### config.mk
export PLATFORM = sky130hd
export DESIGN_NAME = fpu_issue_controller
export DESIGN_NICKNAME = d
export VERILOG_FILES = /design/src/rtl/fpu_issue_controller_pkg.sv /design/src/rtl/fpu_issue_controller_timer.sv /design/src/rtl/fpu_issue_controller.sv
export SDC_FILE = /design/constraint.sdc
export NUM_CORES = 1
export LEC_CHECK = 0
export CAP_MARGIN = 20
export CORE_MARGIN = 2
export CORE_UTILIZATION = 41
export CTS_CLUSTER_SIZE = 30
export DETAILED_ROUTE_END_ITERATION = 12
export GPL_TIMING_DRIVEN = 0
export PLACE_DENSITY = 0.89
export SLEW_MARGIN = 0
export SYNTH_ARGS = -nofsm -noshare
export SYNTH_HDL_FRONTEND = slang
export SYNTH_HIERARCHICAL = 1
export SYNTH_SLANG_ARGS = --single-unit
### constraint.sdc
create_clock -name clk -period 4.4 [get_ports clk]
set_input_delay 0.44 -clock clk [delete_from_list [all_inputs] [get_ports clk]]
set_output_delay 0.44 -clock clk [all_outputs]
set_load 0.03 [all_outputs]
### src/rtl/fpu_issue_controller_pkg.sv
// rtl/fpu_issue_controller_pkg.sv - FPU op and issue-controller state encodings
// Op codes are shared with the Fixed_Point_Unit and must not change.
package fpu_issue_controller_pkg;

  typedef enum logic [1:0] {
    FPU_ADD  = 2'b00,
    FPU_SUB  = 2'b01,
    FPU_MUL  = 2'b10,
    FPU_SQRT = 2'b11
  } fpu_op_e;

  typedef enum logic [2:0] {
    ST_IDLE  = 3'd0,
    ST_EXEC  = 3'd1,
    ST_CLEAR = 3'd2,
    ST_WAIT  = 3'd3,
    ST_RESP  = 3'd4
  } state_e;

  function automatic logic is_multicycle(fpu_op_e op);
    return (op == FPU_MUL) || (op == FPU_SQRT);
  endfunction

endpackage

### src/rtl/fpu_issue_controller_timer.sv
// rtl/fpu_issue_controller_timer.sv - WAIT-state cycle counter for fpu_issue_controller
// min_reached_o gates trust in fpu_ready; expired_o marks the last permitted WAIT cycle.
module fpu_wait_timer #(
  parameter int MIN_WAIT = 2,
  parameter int TIMEOUT  = 64
) (
  input  logic clk_i,
  input  logic rst_i,
  input  logic clear_i,
  input  logic enable_i,
  output logic min_reached_o,
  output logic expired_o
);

  localparam int CW = $clog2(TIMEOUT + 1);

  logic [CW-1:0] count_q, count_d;

  always_comb begin
    count_d = count_q;
    if (clear_i) begin
      count_d = '0;
    end else if (enable_i) begin
      count_d = count_q + CW'(1);
    end
  end

  always_ff @(posedge clk_i or posedge rst_i) begin
    if (rst_i) begin
      count_q <= '0;
    end else begin
      count_q <= count_d;
    end
  end

  assign min_reached_o = (count_q >= CW'(MIN_WAIT - 1));
  assign expired_o     = (count_q == CW'(TIMEOUT - 1));

endmodule

### src/rtl/fpu_issue_controller.sv
// rtl/fpu_issue_controller.sv - request/response sequencer in front of the Fixed_Point_Unit
// One operation in flight; MUL/SQRT get a clear pulse and a bounded wait for fpu_ready.
module fpu_issue_controller
  import fpu_issue_controller_pkg::*;
#(
  parameter int WIDTH    = 32,
  parameter int TAG_W    = 5,
  parameter int MIN_WAIT = 2,
  parameter int TIMEOUT  = 64
) (
  input  logic             clk,
  input  logic             reset,
  input  logic             req_valid,
  output logic             req_ready,
  input  logic [1:0]       req_op,
  input  logic [WIDTH-1:0] req_operand_1,
  input  logic [WIDTH-1:0] req_operand_2,
  input  logic [TAG_W-1:0] req_tag,
  output logic [WIDTH-1:0] fpu_operand_1,
  output logic [WIDTH-1:0] fpu_operand_2,
  output logic [1:0]       fpu_operation,
  output logic             fpu_clear,
  input  logic [WIDTH-1:0] fpu_result,
  input  logic             fpu_ready,
  output logic             rsp_valid,
  input  logic             rsp_ready,
  output logic [WIDTH-1:0] rsp_result,
  output logic [TAG_W-1:0] rsp_tag,
  output logic             rsp_timeout,
  output logic             busy
);

  state_e           state_q, state_d;
  logic [WIDTH-1:0] op1_q, op1_d, op2_q, op2_d;
  logic [WIDTH-1:0] result_q, result_d;
  fpu_op_e          op_q, op_d;
  logic [TAG_W-1:0] tag_q, tag_d;
  logic             clear_q, clear_d;
  logic             valid_q, valid_d;
  logic             timeout_q, timeout_d;
  logic             min_reached, expired;

  fpu_wait_timer #(
    .MIN_WAIT (MIN_WAIT),
    .TIMEOUT  (TIMEOUT)
  ) u_wait_timer (
    .clk_i         (clk),
    .rst_i         (reset),
    .clear_i       (state_q == ST_CLEAR),
    .enable_i      (state_q == ST_WAIT),
    .min_reached_o (min_reached),
    .expired_o     (expired)
  );

  always_comb begin
    state_d   = state_q;
    op1_d     = op1_q;
    op2_d     = op2_q;
    op_d      = op_q;
    tag_d     = tag_q;
    result_d  = result_q;
    timeout_d = timeout_q;
    case (state_q)
      ST_IDLE: begin
        if (req_valid) begin
          op1_d   = req_operand_1;
          op2_d   = req_operand_2;
          op_d    = fpu_op_e'(req_op);
          tag_d   = req_tag;
          state_d = is_multicycle(fpu_op_e'(req_op)) ? ST_CLEAR : ST_EXEC;
        end
      end
      ST_EXEC: begin
        result_d  = fpu_result;
        timeout_d = 1'b0;
        state_d   = ST_RESP;
      end
      ST_CLEAR: begin
        state_d = ST_WAIT;
      end
      ST_WAIT: begin
        // fpu_ready before min_reached may be left over from the previous op
        if (min_reached && fpu_ready) begin
          result_d  = fpu_result;
          timeout_d = 1'b0;
          state_d   = ST_RESP;
        end else if (expired) begin
          result_d  = '0;
          timeout_d = 1'b1;
          state_d   = ST_RESP;
        end
      end
      ST_RESP: begin
        if (rsp_ready) begin
          op_d    = FPU_ADD;
          state_d = ST_IDLE;
        end
      end
      default: begin
        op_d    = FPU_ADD;
        state_d = ST_IDLE;
      end
    endcase
    clear_d = (state_d == ST_CLEAR);
    valid_d = (state_d == ST_RESP);
  end

  always_ff @(posedge clk or posedge reset) begin
    if (reset) begin
      state_q   <= ST_IDLE;
      op1_q     <= '0;
      op2_q     <= '0;
      op_q      <= FPU_ADD;
      tag_q     <= '0;
      result_q  <= '0;
      timeout_q <= 1'b0;
      clear_q   <= 1'b1;
      valid_q   <= 1'b0;
    end else begin
      state_q   <= state_d;
      op1_q     <= op1_d;
      op2_q     <= op2_d;
      op_q      <= op_d;
      tag_q     <= tag_d;
      result_q  <= result_d;
      timeout_q <= timeout_d;
      clear_q   <= clear_d;
      valid_q   <= valid_d;
    end
  end

  assign req_ready     = (state_q == ST_IDLE);
  assign busy          = (state_q != ST_IDLE);
  assign fpu_operand_1 = op1_q;
  assign fpu_operand_2 = op2_q;
  assign fpu_operation = op_q;
  assign fpu_clear     = clear_q;
  assign rsp_valid     = valid_q;
  assign rsp_result    = result_q;
  assign rsp_tag       = tag_q;
  assign rsp_timeout   = timeout_q;

endmodule

==> results of run 1 <==
cells in the final DEF (no fill, tap or decap), types with 4 or more instances in the layout:
cell,Yosys,routed
o21ai_0,4,4
a22o_1,33,33
inv_1,5,4
mux2_2,69,69
buf_6,6,6
buf_12,7,7
clkbuf_8,0,5
a21oi_1,7,7
nor2_1,6,6
dfrtp_1,115,115
bufinv_16,0,5
clkbuf_16,0,16
clkdlybuf4s50_1,0,215
power by group through the flow:
| stage | sequential (uW) | combinational [uW] | clock (uW) |
|---|---|---|---|
| floorplan | 2800 | 1000 | 0 |
| global placement | 1850 | 3190 | 0 |
| detailed placement | 1880 | 3270 | 0 |
| CTS | 1870 | 3270 | 1530 |
| global route | 1930 | 3400 | 1580 |
| finish | 1870 | 3230 | 1500 |
through the flow:
| stage | worst slack, ns | instance area, sq um | utilization [%] | power [uW] | setup TNS [ns] |
|---|---|---|---|---|---|
| after global routing | 1.85 | 7550 | 69.7 | 6920 | 0 |
| after detailed placement | 2.34 | 6910 | 63.7 | 5150 | 0 |
| after CTS | 1.94 | 7550 | 69.7 | 6670 | 0 |
| after floorplan | 1.09 | 4550 | - | 3800 | 0 |
| after global placement | -0.288 | 6880 | 63.4 | 5040 | -30.45 |
| final | 1.99 | 7550 | 69.7 | 6600 | 0 |
path summary, 6_finish.rpt:
| kind | end | slack [ns] | startpoint | cells past startpoint |
|---|---|---|---|---|
| setup / recovery | req_ready | 1.99 | state_q[2]$_DFF_PP0_ | 3 |
| hold / removal | u_wait_timer/count_q[0]$_DFFE_PP0P_ | 0.26 | reset | 2 |
| setup reg to reg | rsp_result[8]$_DFFE_PP0P_ | 2.48 | u_wait_timer/count_q[0]$_DFFE_PP0P_ | 5 |
| hold reg to reg | fpu_operation[1]$_DFFE_PP0P_ | 0.47 | fpu_operation[1]$_DFFE_PP0P_ | 1 |
| max in group asynchronous | fpu_clear$_DFF_PP1_ | 3.28 | reset | 3 |
| min in group clk | fpu_operation[1]$_DFFE_PP0P_ | 0.47 | fpu_operation[1]$_DFFE_PP0P_ | 1 |
routing by layer:
metal | global-route usage [%] | wire length [um] | vias to the layer above
met2 | 33.2 | 5850 | 132
met3 | 6.16 | 841 | 9
met5 | 0 | 0 | -
li1 | - | - | 1518
met1 | 22.1 | 4490 | 1591
met4 | 5.42 | 71 | 0
cells by family (layout without fill, tap and decap cells):
logic type,count (synthesis),count (layout),synth area share [%]
compound gates,49,49,8.64
simple gates,28,28,3.69
xor+xnor,4,4,0.770
mux,69,69,17.1
fa+ha+maj,2,2,0.550
flops,116,116,63.9
buf+inv,21,269,5.42
final cells by class:
cell class	instances	area [sq um]	share of cell area [%]
well taps	140	175	2.32
plain buffers	16	228	3.01
flip-flops and latches	116	2900	38.4
repair buffers	216	2180	28.9
multi-input cells	152	1400	18.5
clock buffers	23	477	6.31
clock inverters	9	173	2.29
inverters	5	21.3	0.282
sequential cells by signal (all words and copies together), names as in the netlist:
signal and cells:
rsp_result 32, state_q 3, rsp_timeout 1, fpu_clear 1
rsp_valid 1, fpu_operand_1 32, fpu_operand_2 32, u_wait_timer/count_q 7
fpu_operation 2, rsp_tag 5
==> reports/results.tsv, run 1 <==
metric	value	unit
outcome	finished clean	
place_inst	645	
ys_ff_latch	116	
timing.hold.ws	0.263	ns
start_kind	register	
clk_path_buf_depth	2	
switching_share	36.7	%
end_kind	output port	
drive_gt1_share	23.5	%
fin_nets	634	
grt_pass1_wl	17000	um
rsz0062_at_grt	false	
h-tree-depth	4	
first_pass_iters	4	
clockRootBuffer	clkbuf_8	
cts_tree	yes	
crit_type	register to output port	
antenna_cells	0	
via_per_inst	4.80	
drt_iter0_drc	107	
synth_edf_count	0	
seqPwrFrac	28.3	%
synth_top_area_share	63.3	%
port_buffers	215	
synth_ff_type	dfrtp_1	
place_congestion	0.759	
area_delta_synth_final	66.1	%
slowest_delay	0.73	ns
worst_pin_slew	0.822	ns
grt_use_total	18.9	%
critPathSlowestCell	clkdlybuf4s50_1	
comb_power_share	49.0	%
finalCritPeriodShare	54.8	%
synth_cell_types	33	
die_h	109	um
dp_hpwl	8550	um
crit_required	3.96	ns
clock-sinks	116	
clkSlewWorstSetupHoldPaths	0.06	ns
p_clk_share	22.7	%
power_density	873	nW/um^2
ys_seq_area_share	63.9	%
p_sw	2420	uW
fin_crit	2.41	ns
setup_viol_count_final	0	
design.die.area	12000	sq um
syn_inst	289	
syn_nets	399	
postCtsSetupBuffers	0	
cp_top_family	buffers and inverters	
syn_avg_cell_area	15.7	sq um
fmax	0.415	GHz
final_hold_viol_count	0	
skew	0.00602	ns
synth_area_leaders	dfrtp_1 63%, mux2_2 17%, a22o_1 6.4%, buf_12 3.1%, buf_6 1.5%	
p_int	4180	uW
ir_drop	0.494	mV
fp.coreArea	10800	sq um
synth_common_cells	115 x dfrtp_1, 69 x mux2_2, 33 x a22o_1	
postSynth.asyncResetShare	100	%
cts_buffers	17	
final_cells	677	
max_cap_violations	0	
arrival	1.97	ns
hold_buffers	0	
maxSlewHeadroom	45.1	%
wl_per_cell	16.6	um
yosys_warnings	6	
route.vias.total	3250	
clk_latency	0.51	ns
cp_max_fo	8	
grt-ovfl-total	0	
antenna_left	0	
hold_class	input pin to async pin	
wl	11300	um
worstPathCellList	buf_6 > nor3_1 > clkdlybuf4s50_1	
first_global_vias	3381	
synth.most_common_cell	dfrtp_1	
p_leak	0.00319	uW
start_util	42.0	%
drc	0	
drv_slew	0	
rows	38	
antenna_found_initial	0	
grt_max_degree	62	
pin_count	216	
fillers	719	
synth_largest_area_cell	dfrtp_1	
die_w	109	um
cts_resized	0	
path_buf_inv	2	
syn_area	4550	sq um
(Power assumes the default switching activity.)
==> run 2, diff against run 1 <==
Clock period 4.4 ns to 2.4 ns, I/O delays scaled along.
==> run 2 against run 1 <==
First-iteration DRC count rose by 23%. Via count increased by 2.2%. Critical path depth stayed put. Final cell count is the same. Wire length rose by 0.83%. Register-to-register slack got worse by 2.1 ns. Critical endpoint unchanged. Setup slack got worse by 1.8 ns. Critical path type unchanged.
==> reports/results.tsv, run 2 (synthesis gave the netlist of run 1 again) <==
metric	value	unit
grt_use_total	19.1	%
worst_pin_slew	0.856	ns
clkSlewWorstSetupHoldPaths	0.06	ns
clock-sinks	116	
finalCritPeriodShare	93.1	%
fin_crit	2.23	ns
via_per_inst	4.91	
drv_slew	0	
place_congestion	0.768	
crit_type	register to output port	
clockRootBuffer	clkbuf_8	
skew	0.00698	ns
setup_viol_count_final	0	
place_inst	646	
wl	11300	um
slowest_delay	0.72	ns
p_sw	4460	uW
end_kind	output port	
hold_class	input pin to async pin	
fp.coreArea	10800	sq um
h-tree-depth	4	
die_w	109	um
port_buffers	215	
grt_pass1_wl	17300	um
comb_power_share	50.1	%
fin_area	7510	sq um
cp_max_fo	8	
antenna_left	0	
postCtsSetupBuffers	0	
mostFrequentLayoutCells	215 x clkdlybuf4s50_1, 115 x dfrtp_1, 69 x mux2_2	
final_cells	677	
fin_total_pwr	11900	uW
area_delta_synth_final	65.1	%
dpl_cell_area	6920	sq um
first_global_vias	3424	
final_common_cell	clkdlybuf4s50_1	
path_buf_inv	2	
max_cap_violations	0	
clk_path_buf_depth	2	
drive_gt1_share	23.5	%
critPathSlowestCell	clkdlybuf4s50_1	
grt_max_degree	46	
rows	38	
drc	0	
cts_resized	0	
cts_buffers	17	
crit_required	2.16	ns
arrival	1.99	ns
ir_drop	0.808	mV
clk_latency	0.50	ns
switching_share	37.6	%
p_int	7410	uW
worstPathCellList	buf_6 > nor3_1 > clkdlybuf4s50_1	
start_util	42.0	%
drt_iter0_drc	132	
rsz0062_at_grt	false	
die_h	109	um
p_clk_share	21.0	%
dp_hpwl	8350	um
fin_nets	635	
fmax	0.448	GHz
cts_tree	yes	
timing.hold.ws	0.0808	ns
wl_per_cell	16.8	um
pin_count	216	
fin_util	69.3	%
first_pass_iters	4	
final_hold_viol_count	0	
antenna_cells	0	
start_kind	register	
power_density	1580	nW/um^2
p_leak	0.00316	uW
seqPwrFrac	28.9	%
design.die.area	12000	sq um
grt-ovfl-total	0	
cp_top_family	buffers and inverters	
hold_buffers	0	
route.vias.total	3323	
maxSlewHeadroom	42.8	%
outcome	finished clean	
antenna_found_initial	0	
-- run 2: through the flow --
step	setup TNS, ns	setup slack (ns)
finish	0	0.167
global route	0	0.0873
CTS	0	0.142
detailed placement	0	0.476
global placement	-11.17	-0.111
floorplan	0	0.571
-- run 2: layer usage --
metal	track usage, %	part of all wire, %	vias to the layer above
li1	-	-	1516
met1	22.6	40	1628
met2	33.0	51	163
met3	5.69	8.3	16
met4	6.51	1.4	0
met5	0	0	-
-- run 2: power by group through the flow --
stage | clock network, uW | logic [uW] | registers [uW]
after floorplan | 0 | 1840 | 5130
after global placement | 0 | 5860 | 3400
after detailed placement | 0 | 5990 | 3450
after CTS | 2540 | 6020 | 3440
after global routing | 2640 | 6260 | 3560
final | 2490 | 5950 | 3430
-- run 2: worst paths after layout --
| path | to | depth (start not counted) | startpoint | slack (ns) |
|---|---|---|---|---|
| max reg2reg | rsp_result[6]$_DFFE_PP0P_ | 5 | u_wait_timer/count_q[0]$_DFFE_PP0P_ | 0.39 |
| min reg2reg | fpu_operation[1]$_DFFE_PP0P_ | 1 | fpu_operation[1]$_DFFE_PP0P_ | 0.50 |
| max in group asynchronous | fpu_operand_1[1]$_DFFE_PP0P_ | 3 | reset | 1.65 |
| min | u_wait_timer/count_q[1]$_DFFE_PP0P_ | 2 | reset | 0.08 |
| min in group clk | rsp_result[7]$_DFFE_PP0P_ | 2 | fpu_result[7] | 0.33 |
| max | req_ready | 3 | state_q[2]$_DFF_PP0_ | 0.17 |
-- run 2: area by class of cell --
type                    count  area, sq um
flip-flops and latches    116         2900
clock buffers              22          463
plain buffers              16          228
clock inverters             9          128
inverters                   5         22.5
multi-input cells         152         1400
fillers                   748         3330
well taps                 140          175
repair buffers            217         2190
